### src/rtl/oam_dma_ctrl.sv
// NES sprite DMA sequencer: a write to $4014 halts the CPU and copies one page into OAM.
// Optional OAMADDR-relative destination is built when OAM_DMA_OAMADDR_OFFSET_EN is defined.
module oam_dma_ctrl #(
    parameter logic [15:0] DMA_REG_ADDR     = 16'h4014,
    parameter logic [15:0] OAMADDR_REG_ADDR = 16'h2003,
    parameter int          XFER_LEN         = 256
) (
    input  logic        CLK,
    input  logic        RESET,
    input  logic [15:0] cpu_addr,
    input  logic [7:0]  cpu_wdata,
    input  logic        cpu_we,
    input  logic [7:0]  mem_rdata,
    output logic        cpu_rdy,
    output logic        dma_grant,
    output logic [15:0] bus_addr,
    output logic        bus_re,
    output logic [7:0]  oam_addr,
    output logic [7:0]  oam_wdata,
    output logic        oam_we,
    output logic        busy,
    output logic        done
);

    localparam logic [7:0] LAST_IDX = 8'(XFER_LEN - 1);

    typedef enum logic [2:0] {
        S_IDLE,
        S_HALT,
        S_ALIGN,
        S_READ,
        S_WRITE,
        S_DONE
    } state_t;

    state_t      state;
    state_t      state_n;
    logic        parity;
    logic [7:0]  page;
    logic [7:0]  page_n;
    logic [7:0]  idx;
    logic [7:0]  idx_n;
    logic [7:0]  oam_off;

    logic        cpu_rdy_n;
    logic        dma_grant_n;
    logic [15:0] bus_addr_n;
    logic        bus_re_n;
    logic [7:0]  oam_addr_n;
    logic        oam_we_n;
    logic        busy_n;
    logic        done_n;

`ifdef OAM_DMA_OAMADDR_OFFSET_EN
    logic [7:0] oam_base;

    always_ff @(posedge CLK) begin
        if (RESET) begin
            oam_base <= 8'h00;
        end else if (state == S_IDLE && cpu_we &&
                     cpu_addr == OAMADDR_REG_ADDR) begin
            oam_base <= cpu_wdata;
        end
    end

    assign oam_off = oam_base;
`else
    logic unused_oamaddr_reg;

    assign unused_oamaddr_reg = ^OAMADDR_REG_ADDR;
    assign oam_off = 8'h00;
`endif

    // Read data arrives the cycle after bus_re, i.e. during WRITE.
    assign oam_wdata = mem_rdata;

    always_comb begin
        state_n = state;
        page_n  = page;
        idx_n   = idx;
        unique case (state)
            S_IDLE: begin
                if (cpu_we && cpu_addr == DMA_REG_ADDR) begin
                    page_n  = cpu_wdata;
                    idx_n   = 8'h00;
                    state_n = S_HALT;
                end
            end
            S_HALT:  state_n = parity ? S_ALIGN : S_READ;
            S_ALIGN: state_n = S_READ;
            S_READ:  state_n = S_WRITE;
            S_WRITE: begin
                idx_n   = idx + 8'h01;
                state_n = (idx == LAST_IDX) ? S_DONE : S_READ;
            end
            S_DONE:  state_n = S_IDLE;
            default: state_n = S_IDLE;
        endcase

        // Outputs are registered, so they are decoded from the next state.
        cpu_rdy_n   = (state_n == S_IDLE) || (state_n == S_DONE);
        busy_n      = state_n inside {S_HALT, S_ALIGN, S_READ, S_WRITE};
        dma_grant_n = (state_n == S_READ) || (state_n == S_WRITE);
        bus_re_n    = (state_n == S_READ);
        oam_we_n    = (state_n == S_WRITE);
        done_n      = (state_n == S_DONE);
        bus_addr_n  = (state_n == S_READ) ? {page_n, idx_n} : bus_addr;
        oam_addr_n  = (state_n == S_WRITE) ? oam_off + idx_n : oam_addr;
    end

    always_ff @(posedge CLK) begin
        if (RESET) begin
            state     <= S_IDLE;
            parity    <= 1'b0;
            page      <= 8'h00;
            idx       <= 8'h00;
            cpu_rdy   <= 1'b1;
            dma_grant <= 1'b0;
            bus_addr  <= 16'h0000;
            bus_re    <= 1'b0;
            oam_addr  <= 8'h00;
            oam_we    <= 1'b0;
            busy      <= 1'b0;
            done      <= 1'b0;
        end else begin
            state     <= state_n;
            parity    <= ~parity;
            page      <= page_n;
            idx       <= idx_n;
            cpu_rdy   <= cpu_rdy_n;
            dma_grant <= dma_grant_n;
            bus_addr  <= bus_addr_n;
            bus_re    <= bus_re_n;
            oam_addr  <= oam_addr_n;
            oam_we    <= oam_we_n;
            busy      <= busy_n;
            done      <= done_n;
        end
    end

endmodule

### config.mk
export PLATFORM = sky130hd
export DESIGN_NAME = oam_dma_ctrl
export DESIGN_NICKNAME = d
export VERILOG_FILES = /design/src/rtl/oam_dma_ctrl.sv
export SDC_FILE = /design/constraint.sdc
export NUM_CORES = 1
export LEC_CHECK = 0
export ABC_AREA = 1
export BUFFER_PORTS_ARGS = -buffer_cell sky130_fd_sc_hd__buf_2
export CORE_UTILIZATION = 49
export CTS_CLUSTER_DIAMETER = 30
export DETAILED_ROUTE_END_ITERATION = 7
export PLACE_DENSITY = 0.87
export REMOVE_ABC_BUFFERS = 1
export SLEW_MARGIN = 10
export SYNTH_ARGS = -nofsm -noshare
export SYNTH_HDL_FRONTEND = slang
export SYNTH_SLANG_ARGS = --single-unit
### constraint.sdc
create_clock -name CLK -period 3 [get_ports CLK]
set_input_delay 0.6 -clock CLK [delete_from_list [all_inputs] [get_ports CLK]]
set_output_delay 0.6 -clock CLK [all_outputs]
set_load 0.02 [all_outputs]
==> flow_summary.ini, run 1 <==
[sta]
fin_tns_setup_ns = 0
setup_violations = 0
finalWorstPathRequiredPeriod_ns = 1.96
skew_ns = 0.00789
rsz0062_at_grt = false
slew_violations = 0
hold_viol = 0
max_freq_mhz = 510
fin_crit_sh_pct = 65.4
max-slew-margin-rel_pct = 30.0
layout_setup_ws_ns = 1.04
worst_slew_pin_slew_ns = 1.04

[critical_path]
r2r-end = cpu_rdy
cp-end-kind = register
worst_ep_arrival_time_ns = 2.17
critPathMaxFanout = 16
start_kind = input pin
critPathLaunch = cpu_addr[7]
worstSetupPathType = in -> reg
crit_required_ns = 3.21
reg2reg_from = state[1]
endpoint = bus_addr[12]
reg2reg_depth = 5
r2r_slack_ns = 1.10

[cts]
insertion_delay_ns = 0.31
cts_max_level = 2
cts_hold_buf = 0
post_cts_resize_count = 0
cts_sinks = 50
cts_setup_buffers = 0
clkTransAtPathRegs_ns = 0.09
numCtsBuffers = 5
cts_tree = built
cts_buffer_depth = 2
cts_root_buf = clkbuf_8

[routing]
vias = 2246
wl_um = 5190
drc = 0
final_antenna_net_count = 0
first_pass_iters = 4
dr.first_iter.drc_count = 95
vias_per_cell = 4.93
wl_per_cell_um = 11.4

[final_layout]
antenna_cells = 0
fin_util_pct = 58.3
final_cell_count_no_fill = 456
fill_cells = 441
drive_gt1_share_pct = 19.7
syn_to_final_growth_pct = 14.6
fin_nets = 437
multiInputGateArea_um2 = 1050
regArea_um2 = 1000

[floorplanning]
start_util_pct = 50.9
core_area_um2 = 4690
ios = 73
die-area_um2 = 5150
rows = 25
die_x_um = 71.8
dieHeight_um = 71.8

[synthesis]
synth_cell_types = 28
synth_top_cell_area_share_pct = 42.0
synth_flop_cell = dfxtp_1
syn_area_um2 = 2390
synth_warnings = 0
ys_async_sr_fraction_pct = 0
synth-edff-count = 0
synth_area_leader_cell = dfxtp_1
synth_cells = 356
syn_avg_cell_area_um2 = 6.70
synth_common_cells = nand2_1, nor2_1, inv_1, dfxtp_1, nand3_1
ys_top_cells_by_area = dfxtp_1, nand2_1, nor2_1, inv_1, nand3_1
ys_ff_latch = 50
yosysSeqAreaShare_pct = 42.0
yosysMostFrequentCell = nand2_1

[pwr]
leakage_nw = 1.43
p_per_area_nw_per_um2 = 438
vdd_drop_max_v = 0.000327

[place]
detailed_place_hpwl_um = 3770
placed_cells = 448
io_buffers = 56
gp_congestion = 0.853
post-place-ws_ns = 0.767

[run]
maxCapViolCount = 0

[run_status]
status = finished clean

[hold_path]
hold_class = reg -> reg
hold_depth = 1

[grt]
grt_pass1_wl_um = 8600
grtUsageTotal_pct = 21.1
gr-total-overflow = 0
antenna_found_initial = 0
grt_max_degree = 26
first_global_vias = 2121
[cells by family after synthesis]
kind of cell             synth area share, %
AO/OA/AOI/OAI                           4.72
buffers and inverters                   13.8
AND/OR/NAND/NOR                         38.6
XOR/XNOR                               0.367
adder cells (fa/ha/maj)                0.524
flip-flops                              42.0
[per-layer routing]
layer | global-route usage (%) | vias to the layer above | wire length, um
met1 | 23.5 | 992 | 2320
met4 | 7.19 | 0 | 60
met5 | 0 | - | 0
li1 | - | 1170 | -
met3 | 5.20 | 10 | 304
met2 | 39.0 | 74 | 2510
[how the worst min path moves through the flow]
stage                     startpoint      to  slack, ns
after floorplan               parity  parity       0.38
after global placement        parity  parity       0.40
after detailed placement      parity  parity       0.42
after CTS                     parity  parity       0.43
after global routing          parity  parity       0.46
final                         parity  parity       0.43
[through the flow]
step	area [um^2]	hold slack (ns)	total power, mW
detailed placement	2620	0.416	0.734
global route	2730	0.457	1.24
CTS	2730	0.429	1.21
floorplan	2270	0.383	0.704
finish	2730	0.432	1.20
global placement	2620	0.404	0.733
[layout make-up]
cell class	count	area share (%)
Timing Repair Buffer	57	10.5
Multi-Input combinational cell	231	38.6
Inverter	56	7.69
Sequential cell	50	36.6
Clock inverter	3	1.60
Tap cell	54	2.47
Clock buffer	5	2.52
[power by group]
part,total (mW),switching (mW),internal (mW)
Combinational,0.0538,0.0336,0.0202
Clock,0.477,0.227,0.250
Sequential,0.666,0.000875,0.665
[critical path, cell delays in order]
cell and delay, ns:
buf_2 0.09, nor2_1 0.19, inv_1 0.06, nor2_1 0.25, nand4_4 0.27, a21oi_4 0.45, nand2_1 0.11, nand2_1 0.08
nor2_1 0.06
[cell usage in the layout (no fill, tap or decap), types with 3 or more instances in the layout]
cell type,n
inv_2,3
a21oi_1,8
nand4_1,14
buf_2,56
o21ai_0,8
inv_1,53
nor2_1,78
nand2_1,81
nor3_1,3
clkbuf_8,5
nand3_1,24
nor2_2,3
dfxtp_1,50
[registers in the layout, summed over array words and instances (netlist names)]
| register | cells |
|---|---|
| state | 3 |
| dma_grant | 1 |
| page | 8 |
| oam_addr | 8 |
| cpu_rdy | 1 |
| bus_addr | 16 |
| oam_we | 1 |
| idx | 8 |
| parity | 1 |
| bus_re | 1 |
| done | 1 |
| busy | 1 |
Power figures use the tool's default switching activity.
==> run 2: changes to the inputs <==
--- a/config.mk
+++ b/config.mk
@@ -7,10 +7,10 @@
 export LEC_CHECK = 0
 export ABC_AREA = 1
 export BUFFER_PORTS_ARGS = -buffer_cell sky130_fd_sc_hd__buf_2
-export CORE_UTILIZATION = 49
+export CORE_UTILIZATION = 46
 export CTS_CLUSTER_DIAMETER = 30
 export DETAILED_ROUTE_END_ITERATION = 7
-export PLACE_DENSITY = 0.87
+export PLACE_DENSITY = 0.86
 export REMOVE_ABC_BUFFERS = 1
 export SLEW_MARGIN = 10
 export SYNTH_ARGS = -nofsm -noshare
==> constraint.sdc (replaced) <==
create_clock -name CLK -period 1.78 [get_ports CLK]
set_input_delay 0.356 -clock CLK [delete_from_list [all_inputs] [get_ports CLK]]
set_output_delay 0.356 -clock CLK [all_outputs]
set_load 0.02 [all_outputs]
==> flow_summary.ini, run 2 (synthesis gave the netlist of run 1 again) <==
[run_status]
status = finished clean

[critical_path]
reg2reg_from = idx[0]
cpLargestDelayFamily = simple AND/OR/NAND/NOR gates
cp_num_buf_inv = 3
cp-end-kind = register
r2r-end = busy
crit_top_cell = nand2_1
critPathMaxFanout = 4
worst_ep_arrival_time_ns = 1.81
cp_slowest_cell = dfxtp_1
endpoint = busy
start_kind = register
slowest_delay_ns = 0.36
cp.depth = 11
critPathLaunch = idx[0]
r2r_slack_ns = 0.16
worstSetupPathType = reg -> reg
crit_required_ns = 1.98
crit_chain = ha_1, nand2_1, nor2_4, nand2_1, nand2_1, nand3_2, inv_2, buf_4, nand3_1, nand3_1, inv_1
reg2reg_depth = 11

[sta]
layout_setup_ws_ns = 0.165
setup_violations = 0
rsz0062_at_grt = false
hold_viol = 0
max_freq_mhz = 619
finalWorstPathRequiredPeriod_ns = 1.62
skew_ns = 0.00399
max-slew-margin-rel_pct = 74.6
fin_tns_setup_ns = 0
fin_crit_sh_pct = 90.7
timing.hold.ws_ns = 0.409
worst_slew_pin_slew_ns = 0.380
slew_violations = 0

[routing]
wl_per_cell_um = 10.5
vias = 2257
vias_per_cell = 4.65
dr.first_iter.drc_count = 90
first_pass_iters = 4
drc = 0
wl_um = 5110
final_antenna_net_count = 0

[grt]
first_global_vias = 2069
gr-total-overflow = 0
grtUsageTotal_pct = 20.0
grt_max_degree = 25
grt_pass1_wl_um = 8580
antenna_found_initial = 0

[floorplanning]
core_area_um2 = 4850
start_util_pct = 49.2
rows = 25
dieHeight_um = 74.0
die-area_um2 = 5480
die_x_um = 74.0
ios = 73

[pwr]
vdd_drop_max_v = 0.000459
p_per_area_nw_per_um2 = 653
leakage_nw = 1.53

[cts]
cts_sinks = 50
cts_tree = built
cts_max_level = 2
insertion_delay_ns = 0.30
clkTransAtPathRegs_ns = 0.09
cts_buffer_depth = 2
cts_root_buf = clkbuf_8
numCtsBuffers = 5

[final_layout]
multiInputGateArea_um2 = 1080
largest_register_ffs = 16
layout_commonest_cell = nand2_1
antenna_cells = 0
fill_cells = 462
fin_nets = 453
largest-register = bus_addr
fin_util_pct = 59.6
layout_common_cells = nand2_1, nor2_1, buf_2
drive_gt1_share_pct = 23.2
regArea_um2 = 1000
syn_to_final_growth_pct = 21.1

[run]
maxCapViolCount = 0

[place]
gp_congestion = 0.883
io_buffers = 56
post-place-ws_ns = -0.000946
detailed_place_hpwl_um = 3930

[hold_path]
hold_class = in -> reg
run 2: cell count changes in the layout (fill, tap and decap cells not counted), sizes merged:
| cell | previous run | this run |
|---|---|---|
| bufinv | 1 | 0 |
| buf | 57 | 73 |
| clkbuf | 5 | 7 |
| inv | 57 | 56 |
run 2: cell type report:
| type | instances | share of cell area, % |
|---|---|---|
| Multi-Input combinational cell | 231 | 37.5 |
| Clock inverter | 1 | 0.173 |
| Clock buffer | 7 | 2.99 |
| Inverter | 56 | 7.28 |
| Tap cell | 67 | 2.90 |
| Timing Repair Buffer | 73 | 14.6 |
| Sequential cell | 50 | 34.6 |
run 2: what timing repair did:
action / in CTS / in global routing
resized for setup: 0 / 6
buffers inserted: 0 / 2
setup endpoints to repair: 0 / 19
hold buffers: 0 / 0
run 2: how the worst min path moves through the flow:
stage	start	to	slack (ns)	cells past startpoint
floorplan	parity	parity	0.38	1
finish	cpu_wdata[7]	page[7]	0.41	5
global route	cpu_wdata[4]	page[4]	0.43	5
CTS	cpu_wdata[7]	page[7]	0.41	5
global placement	parity	parity	0.40	1
detailed placement	parity	parity	0.41	1
run 2: per-stage QoR:
step | cells | area (um^2) | power, mW
floorplan | 337 | 2270 | 1.19
global placement | 475 | 2740 | 1.24
detailed placement | 475 | 2740 | 1.25
CTS | 483 | 2830 | 1.91
global route | 485 | 2890 | 1.97
finish | 485 | 2890 | 1.89
run 2: where the power goes:
part	internal, mW	switching (mW)	total (mW)
registers	1.12	0.00132	1.12
logic	0.0414	0.0569	0.0983
clock network	0.314	0.352	0.666
total	1.48	0.410	1.89
run 2: worst register-to-register path: stages (launching register included):
cell     delay, ns
dfxtp_1       0.36
ha_1          0.18
nand2_1       0.10
nor2_4        0.12
nand2_1       0.10
nand2_1       0.08
nand3_2       0.10
inv_2         0.11
buf_4         0.12
nand3_1       0.07
nand3_1       0.11
inv_1         0.05
run 2: layer usage:
layer	GRT usage [%]	vias to the layer above	part of all wire [%]
met5	0	-	0
met4	4.27	0	0.65
li1	-	1205	-
met1	24.2	978	48
met3	6.10	5	5.2
met2	34.9	69	46
